**src/rtl/hls4ml_mul_pkg.sv**
```systemverilog
// hls4ml_mul_pkg: default widths and parameter legality check
// shared by the hls4ml multiply-accumulate pipeline.
package hls4ml_mul_pkg;

   localparam int DEF_A_WIDTH   = 13;
   localparam int DEF_B_WIDTH   = 8;
   localparam int DEF_A_SIGNED  = 0;
   localparam int DEF_B_SIGNED  = 1;
   localparam int DEF_ACC_WIDTH = 32;
   localparam int DEF_P_WIDTH   = 21;
   localparam int DEF_NUM_STAGE = 3;

   function automatic bit params_ok(
      int aw, int bw, int accw, int pw, int ns
   );
      return (aw > 0) && (bw > 0) && (pw > 0)
         && (accw >= aw + bw + 1)
         && (pw <= accw)
         && (ns >= 2);
   endfunction

endpackage

```
**src/rtl/hls4ml_mul_delay_line.sv**
```systemverilog
// hls4ml_mul_delay_line: DEPTH-register shift pipe with clock enable.
// Ports: clk, reset (sync, high), ce, d -> q delayed DEPTH ce-cycles.
module hls4ml_mul_delay_line
   import hls4ml_mul_pkg::*;
#(
   parameter int WIDTH = 1,
   parameter int DEPTH = 1
) (
   input  logic             clk,
   input  logic             reset,
   input  logic             ce,
   input  logic [WIDTH-1:0] d,
   output logic [WIDTH-1:0] q
);

   generate
      if (DEPTH == 0) begin : g_wire
         logic unused_ctl;
         assign unused_ctl = &{1'b0, clk, reset, ce};
         assign q = d;
      end else begin : g_pipe
         logic [WIDTH-1:0] regs [DEPTH];

         always_ff @(posedge clk) begin
            if (reset) begin
               for (int i = 0; i < DEPTH; i++)
                  regs[i] <= '0;
            end else if (ce) begin
               regs[0] <= d;
               for (int i = 1; i < DEPTH; i++)
                  regs[i] <= regs[i-1];
            end
         end

         assign q = regs[DEPTH-1];
      end
   endgenerate

endmodule

```
**src/rtl/hls4ml_mul_acc_pipe.sv**
```systemverilog
// hls4ml_mul_acc_pipe: pipelined multiply-accumulate, NUM_STAGE registers
// from input capture to p. Ports: clk, reset (sync, high), ce (stall),
// in_valid/a/b/acc_en in; out_valid/p/sat_flag out.
// Macro HLS4ML_MUL_SAT_EN: clamp p to P_WIDTH signed range and raise sat_flag.
module hls4ml_mul_acc_pipe
   import hls4ml_mul_pkg::*;
#(
   parameter int A_WIDTH   = DEF_A_WIDTH,
   parameter int B_WIDTH   = DEF_B_WIDTH,
   parameter int A_SIGNED  = DEF_A_SIGNED,
   parameter int B_SIGNED  = DEF_B_SIGNED,
   parameter int ACC_WIDTH = DEF_ACC_WIDTH,
   parameter int P_WIDTH   = DEF_P_WIDTH,
   parameter int NUM_STAGE = DEF_NUM_STAGE
) (
   input  logic                      clk,
   input  logic                      reset,
   input  logic                      ce,
   input  logic                      in_valid,
   input  logic [A_WIDTH-1:0]        a,
   input  logic [B_WIDTH-1:0]        b,
   input  logic                      acc_en,
   output logic                      out_valid,
   output logic signed [P_WIDTH-1:0] p,
   output logic                      sat_flag
);

   localparam int PROD_W = A_WIDTH + B_WIDTH + 1;
   localparam int DL_W   = PROD_W + 2;
   localparam int DL_D   = NUM_STAGE - 2;

   generate
      if (!params_ok(A_WIDTH, B_WIDTH, ACC_WIDTH, P_WIDTH, NUM_STAGE))
      begin : g_bad_params
         $error("hls4ml_mul_acc_pipe: illegal parameters");
      end
   endgenerate

   // stage 1: input capture
   logic               s1_valid;
   logic               s1_acc_en;
   logic [A_WIDTH-1:0] s1_a;
   logic [B_WIDTH-1:0] s1_b;

   always_ff @(posedge clk) begin
      if (reset) begin
         s1_valid  <= 1'b0;
         s1_acc_en <= 1'b0;
         s1_a      <= '0;
         s1_b      <= '0;
      end else if (ce) begin
         s1_valid  <= in_valid;
         s1_acc_en <= acc_en;
         s1_a      <= a;
         s1_b      <= b;
      end
   end

   // operands widened to the product width so the product is exact
   logic                     a_fill;
   logic                     b_fill;
   logic signed [PROD_W-1:0] a_ext;
   logic signed [PROD_W-1:0] b_ext;
   logic signed [PROD_W-1:0] prod;

   assign a_fill = (A_SIGNED != 0) && s1_a[A_WIDTH-1];
   assign b_fill = (B_SIGNED != 0) && s1_b[B_WIDTH-1];
   assign a_ext  = {{(B_WIDTH+1){a_fill}}, s1_a};
   assign b_ext  = {{(A_WIDTH+1){b_fill}}, s1_b};
   assign prod   = a_ext * b_ext;

   // first delay register is the product stage
   logic [DL_W-1:0]   dl_q;
   logic              f_valid;
   logic              f_acc_en;
   logic [PROD_W-1:0] f_prod;

   hls4ml_mul_delay_line #(
      .WIDTH (DL_W),
      .DEPTH (DL_D)
   ) u_delay (
      .clk   (clk),
      .reset (reset),
      .ce    (ce),
      .d     ({s1_valid, s1_acc_en, prod}),
      .q     (dl_q)
   );

   assign {f_valid, f_acc_en, f_prod} = dl_q;

   // final stage: accumulator
   logic signed [ACC_WIDTH-1:0] acc;
   logic signed [ACC_WIDTH-1:0] prod_ext;

   assign prod_ext = ACC_WIDTH'($signed(f_prod));

   always_ff @(posedge clk) begin
      if (reset) begin
         acc       <= '0;
         out_valid <= 1'b0;
      end else if (ce) begin
         out_valid <= f_valid;
         if (f_valid)
            acc <= f_acc_en ? acc + prod_ext : prod_ext;
      end
   end

   // p follows acc, so it holds whenever acc holds
`ifdef HLS4ML_MUL_SAT_EN
   localparam int HI_W = ACC_WIDTH - P_WIDTH + 1;

   logic [HI_W-1:0] hi;
   logic            ovf;

   // in range only when all bits from the p sign bit upward agree
   assign hi  = acc[ACC_WIDTH-1:P_WIDTH-1];
   assign ovf = !((&hi) || !(|hi));

   always_comb begin
      sat_flag = ovf;
      p        = acc[P_WIDTH-1:0];
      if (ovf)
         p = acc[ACC_WIDTH-1] ? {1'b1, {(P_WIDTH-1){1'b0}}}
                              : {1'b0, {(P_WIDTH-1){1'b1}}};
   end
`else
   assign p        = acc[P_WIDTH-1:0];
   assign sat_flag = 1'b0;
`endif

endmodule

```
**config.mk**
```make
export PLATFORM = sky130hd
export DESIGN_NAME = hls4ml_mul_acc_pipe
export DESIGN_NICKNAME = d
export VERILOG_FILES = /design/src/rtl/hls4ml_mul_pkg.sv /design/src/rtl/hls4ml_mul_delay_line.sv /design/src/rtl/hls4ml_mul_acc_pipe.sv
export SDC_FILE = /design/constraint.sdc
export NUM_CORES = 1
export LEC_CHECK = 0
export ABC_AREA = 1
export CORE_ASPECT_RATIO = 1.75
export CORE_MARGIN = 1
export CORE_UTILIZATION = 30
export CTS_CLUSTER_DIAMETER = 60
export DETAILED_ROUTE_END_ITERATION = 8
export SLEW_MARGIN = 20
export SYNTH_ARGS = -nofsm -noshare
export SYNTH_HDL_FRONTEND = slang
export SYNTH_SLANG_ARGS = --single-unit
```
**constraint.sdc**
```tcl
create_clock -name clk -period 5.81 [get_ports clk]
set_clock_uncertainty 0.15 [all_clocks]
set_input_delay 0.581 -clock clk [delete_from_list [all_inputs] [get_ports clk]]
set_output_delay 0.581 -clock clk [all_outputs]
set_load 0.02 [all_outputs]
```
* Yosys cells after proc, flatten, opt, wreduce, memory -nomap -nowiden *
Memory sizes are Yosys's and may differ from the RTL's.
Index checks and enable logic that the tools add are counted.
W data, S select, Z words.

word-level totals
  memories kept = 1
  logic and storage cells = 19
  output and inout bits = 23
  register bits after elaboration = 56
  memory bits (writable) = 24

memories
  name                 words  width  rd ports  clocked after Yosys merged registers in  write ports  RTL line                     text
  u_delay.g_pipe.regs  1      24     1         0                                        1            hls4ml_mul_delay_line.sv:22  logic [WIDTH-1:0] regs [DEPTH];

operators by class
  reductions and logical operators = 2
  $add $sub $neg = 1
  muxes and demuxes = 8
  multiply operators = 1

operator list
  operator           count
  $add A32 B22 Y32   1
  $mux W32           1
  $mux W24           1
  $reduce_or A24 Y1  1
  $mul A14 B8 Y22    1
  $mux W1            6
  $reduce_and A2 Y1  1

* Depth between registers and ports, before layout *
  word-level depth = 5
  mapped depth = 22

* Modules after synthesis *
Synthesis repeated with hierarchy kept, for this count alone.

unflattened totals
  cells, all modules = 1116
  area, all modules = 7810.0 um^2

by module, submodules not included
  module                 area each (um^2)  times used  cells each
  hls4ml_mul_acc_pipe    6815.3            1           1039
  hls4ml_mul_delay_line  994.7             1           77

* Worst setup path before layout *
No wires, ideal clock.

  kind = register -> register
  from = register s1_b[7]
  to = memory u_delay.g_pipe.regs[0][18] (netlist name), data pin
  period minus slack after synthesis = 4558 ps
  setup slack = 1252 ps
  data arrival time = 4154 ps
  buffers on the path = 1
  cell stages (with the launch flop) = 21
  cells stage by stage = dfxtp_1 > inv_1 > clkbuf_1 > nor2_1 > fa_1 > inv_1 > fa_1 > inv_1 > fa_1 > inv_1 > fa_1 > inv_1 > ha_1 > nand2_1 > inv_1 > a221oi_1 > nand2_2 > nand2_1 > nand3_1 > nand2_1 > nor2_1

between the ends
  longest elaborated chain between the ends = 2

ends and longest elaborated chain
  what                    RTL line                     text
  start, declared         hls4ml_mul_acc_pipe.sv:43    logic [B_WIDTH-1:0] s1_b;
  start signal, assigned  hls4ml_mul_acc_pipe.sv:50    s1_b <= '0;
  start signal, assigned  hls4ml_mul_acc_pipe.sv:55    s1_b <= b;
  $mul A14 B8 Y22         hls4ml_mul_acc_pipe.sv:70    assign prod = a_ext * b_ext;
  $mux W24 (no line)      -
  end, declared           hls4ml_mul_delay_line.sv:22

No other way between the ends.

* Final worst setup path *
  from = register s1_b[7]
  to = memory u_delay.g_pipe.regs[0][15] (netlist name), data pin

The elaborated chain is that of the path after synthesis.

==> results.md <==
* Post-Synthesis Cells at 1069
* Slowest Stage Delay on Critical Path at about 0.55 ns
* Drt wl/cell at around 14 µm
* Initial DRC count at ~260
* Period minus WS final at ~4.9 ns
* Arrival time at the worst endpoint at ~4.8 ns
* Comb power frac at 21.1%
* Reg clk slew, reported paths at 0.06 ns
* Antenna Cells at 0
* Gr ovfl total at 0
* H-Tree Depth at 3
* Syn Area/Cell at 7.07 µm²
* Startpoint types: flop
* Placed cell count at 1395
* Initial antenna violation count at 0
* Starting Density at between 30% and 40%
* Die height at 212 µm
* Number of I/O pins at 49
* Maximum vdd drop at 0.133 mV
* CTS Buffer Depth at 2
* P&R area growth vs syn at 14.0%
* Nets@finish at 1259
* Async set or reset register ratio after synthesis at 0%
* Final Max Tran Viols at 0
* TNS Setup at 0 ns
* Routability cong. at 0.939
* Share of the synthesized area in the top cell type at between 10% and 20%
* DR DRC count at 0
* Vias at 6518
* Die area at 25900 µm²
* Status: finished, final reports clean
* First-pass GRT wire length at roughly 32000 µm
* Pin slew with the least headroom to its limit at 0.881 ns
* Vias in the first global route at 6876
* Power density cells at 179 nW/µm²
* DIE WIDTH at 122 µm
* Worst EP required at 5.75 ns
* P_int at 1080 µW
* Hold Fails Final Rpt at 0
* Layout fillers at 2598
* Crit share post-route at 83.8%
* Max Clk Rate at 205 MHz
* Psw at around 460 µW
* Crit path cell chain: inv_1 -> nor2_1 -> fa_1 -> inv_1 -> fa_1 -> inv_1 -> fa_1 -> inv_1 -> fa_1 -> inv_1 -> ha_1 -> nand2_1 -> nor2_1 -> nand4_1 -> nand2_1 -> a21oi_1 -> o21a_1
* Synth Warn # at 0
* Hold WC Path Type: reg2reg
* Setup CP Type: reg2reg
* DP HPWL at ~16000 µm
* Clk pwr share at between 40% and 50%
* Yosys top cell by area: fa_1
* Count of cell types in the netlist at 39
* TritonCTS buffer count at 9
* Final setup viols at 0
* CP top delay family: adder cells
* DRT antenna net count at 0
* RSZ-0062 raised after global routing: false
* Area contributors post-synth: fa_1 (18%), nand2_1 (15%), inv_1 (12%)
* IO Port Bufs at 47
* # clock sinks at a little under 70
* Non-Filler Instances at 1412
* Post-Synthesis Cell Area at around 7600 µm²
* Crit path max fanout at 12
* Leak pwr at 0.00479 µW
* CP endpoint kind: flop
* Worst path most repeated cell: inv_1
* Post-synth EDFFs at 23
* Crit-path slowest cell: fa_1
* Largest net degree at the start of global routing at 36
* Prevailing post-synth register cell: dfxtp_1
* GRT Util Overall at 16.2%
* # Post-CTS Setup Buffers at 0
* Synthesized flop and latch total at 68
* Number of max-cap violations at 0
* Core area at approximately 25000 µm²
* CTS tree: built
* Share of post-route cells with drive strength above 1 at 5.18%
* Headroom to the max-slew limit at 41.2%
* Root buf cell: clkbuf_16
* Clk Latency, worst-skew pair at 0.34 ns
* Crit path buf inv count at 5
* Syn_nets at 1233
* Sw frac at around 30%
* Rows at 76
* Synth top cells by count: nand2_1 (294), inv_1 (241), nor2_1 (76)
* Post-synthesis sequential area ratio at 21.1%
* Most frequent cell after synthesis: nand2_1
* Hold_buf cts at 0
* Via density per instance at 4.62
* Flop pwr share at 36.7%
* Cts repair resizes at 0
* Routed wire length at 19200 µm
* DR pass1 iterations at 4
[worst reg2reg max path: stages, from the launching register on]
cell and delay [ns]:
dfxtp_1 0.41, inv_1 0.36, nor2_1 0.12, fa_1 0.55
inv_1 0.05, fa_1 0.53, inv_1 0.06, fa_1 0.52
inv_1 0.06, fa_1 0.53, inv_1 0.04, ha_1 0.32
nand2_1 0.13, nor2_1 0.25, nand4_1 0.17, nand2_1 0.15
a21oi_1 0.08, o21a_1 0.13
[area by class of cell]
| cell class | instances | area (µm²) | area share [%] |
|---|---|---|---|
| clock buffer | 10 | 239 | 2.77 |
| clock inverter | 6 | 110 | 1.28 |
| inverter | 246 | 923 | 10.7 |
| multi-input combinational | 718 | 4850 | 56.2 |
| sequential | 68 | 1590 | 18.5 |
| tap | 312 | 390 | 4.53 |
| timing repair buffer | 52 | 515 | 5.98 |
[sequential cells by signal, summed over array words and instances (netlist names)]
signal	count
u_delay.g_pipe.regs	23
acc	21
s1_a	13
s1_b	8
out_valid	1
s1_acc_en	1
s1_valid	1
[cells in the final DEF, fill, tap and decap left out, types with 5 or more instances in the layout]
master and count:
ha_1 70, a21oi_1 60, dfxtp_1 45, nor2_2 9, nand3_1 47, a21oi_2 6, xnor2_1 5, clkdlybuf4s50_1 47
nand2_2 11, inv_1 241, fa_1 68, nand2_1 294, nor2_1 75, edfxtp_1 23, xor2_1 8, inv_2 5
o21ai_0 29, nor3_1 7, clkbuf_16 9
[logic make-up after synthesis]
| kind of cell | count (synthesis) | share of synthesized area [%] |
|---|---|---|
| AOI/OAI and AO/OA | 113 | 8.30 |
| xor gates and xnor gates | 13 | 1.51 |
| adders and majority gates | 138 | 29.6 |
| buffers and inverters | 283 | 14.8 |
| DFF | 68 | 21.1 |
| other | 1 | 0.0496 |
| and+or+nand+nor | 453 | 24.6 |
[per-stage QoR]
stage	total power (µW)	worst slack (ns)	instance area, µm²	hold WS [ns]	util [%]
floorplan	803	1.25	7560	0.301	-
global placement	897	1.05	8250	0.300	33.5
detailed placement	902	0.978	8250	0.313	33.5
CTS	1560	0.972	8600	0.323	34.9
global route	1630	0.674	8620	0.335	35.0
finish	1540	0.943	8620	0.319	35.0
[worst paths after layout]
check | startpoint | endpoint | slack (ns) | depth (start not counted)
worst max register to register | s1_b[7] | u_delay.g_pipe.regs[0][15] | 0.94 | 17
worst min-delay path | out_valid | out_valid | 0.32 | 2
worst max-delay path | s1_b[7] | u_delay.g_pipe.regs[0][15] | 0.94 | 17
worst min register to register | out_valid | out_valid | 0.32 | 2
[routing by layer]
layer	track usage (%)	vias up	part of all wire, %
met5	0	-	0
met4	10.9	0	6.0
met3	2.02	62	2.4
met2	31.8	144	56
met1	15.0	3031	36
li1	-	3281	-
[power by group through the flow]
| stage | Combinational [µW] | Sequential [µW] | Clock (µW) |
|---|---|---|---|
| after floorplan | 252 | 551 | 0 |
| after global placement | 320 | 577 | 0 |
| after detailed placement | 325 | 577 | 0 |
| after CTS | 327 | 567 | 665 |
| after global routing | 376 | 569 | 681 |
| final | 325 | 565 | 650 |
(Power assumes the default switching activity.)
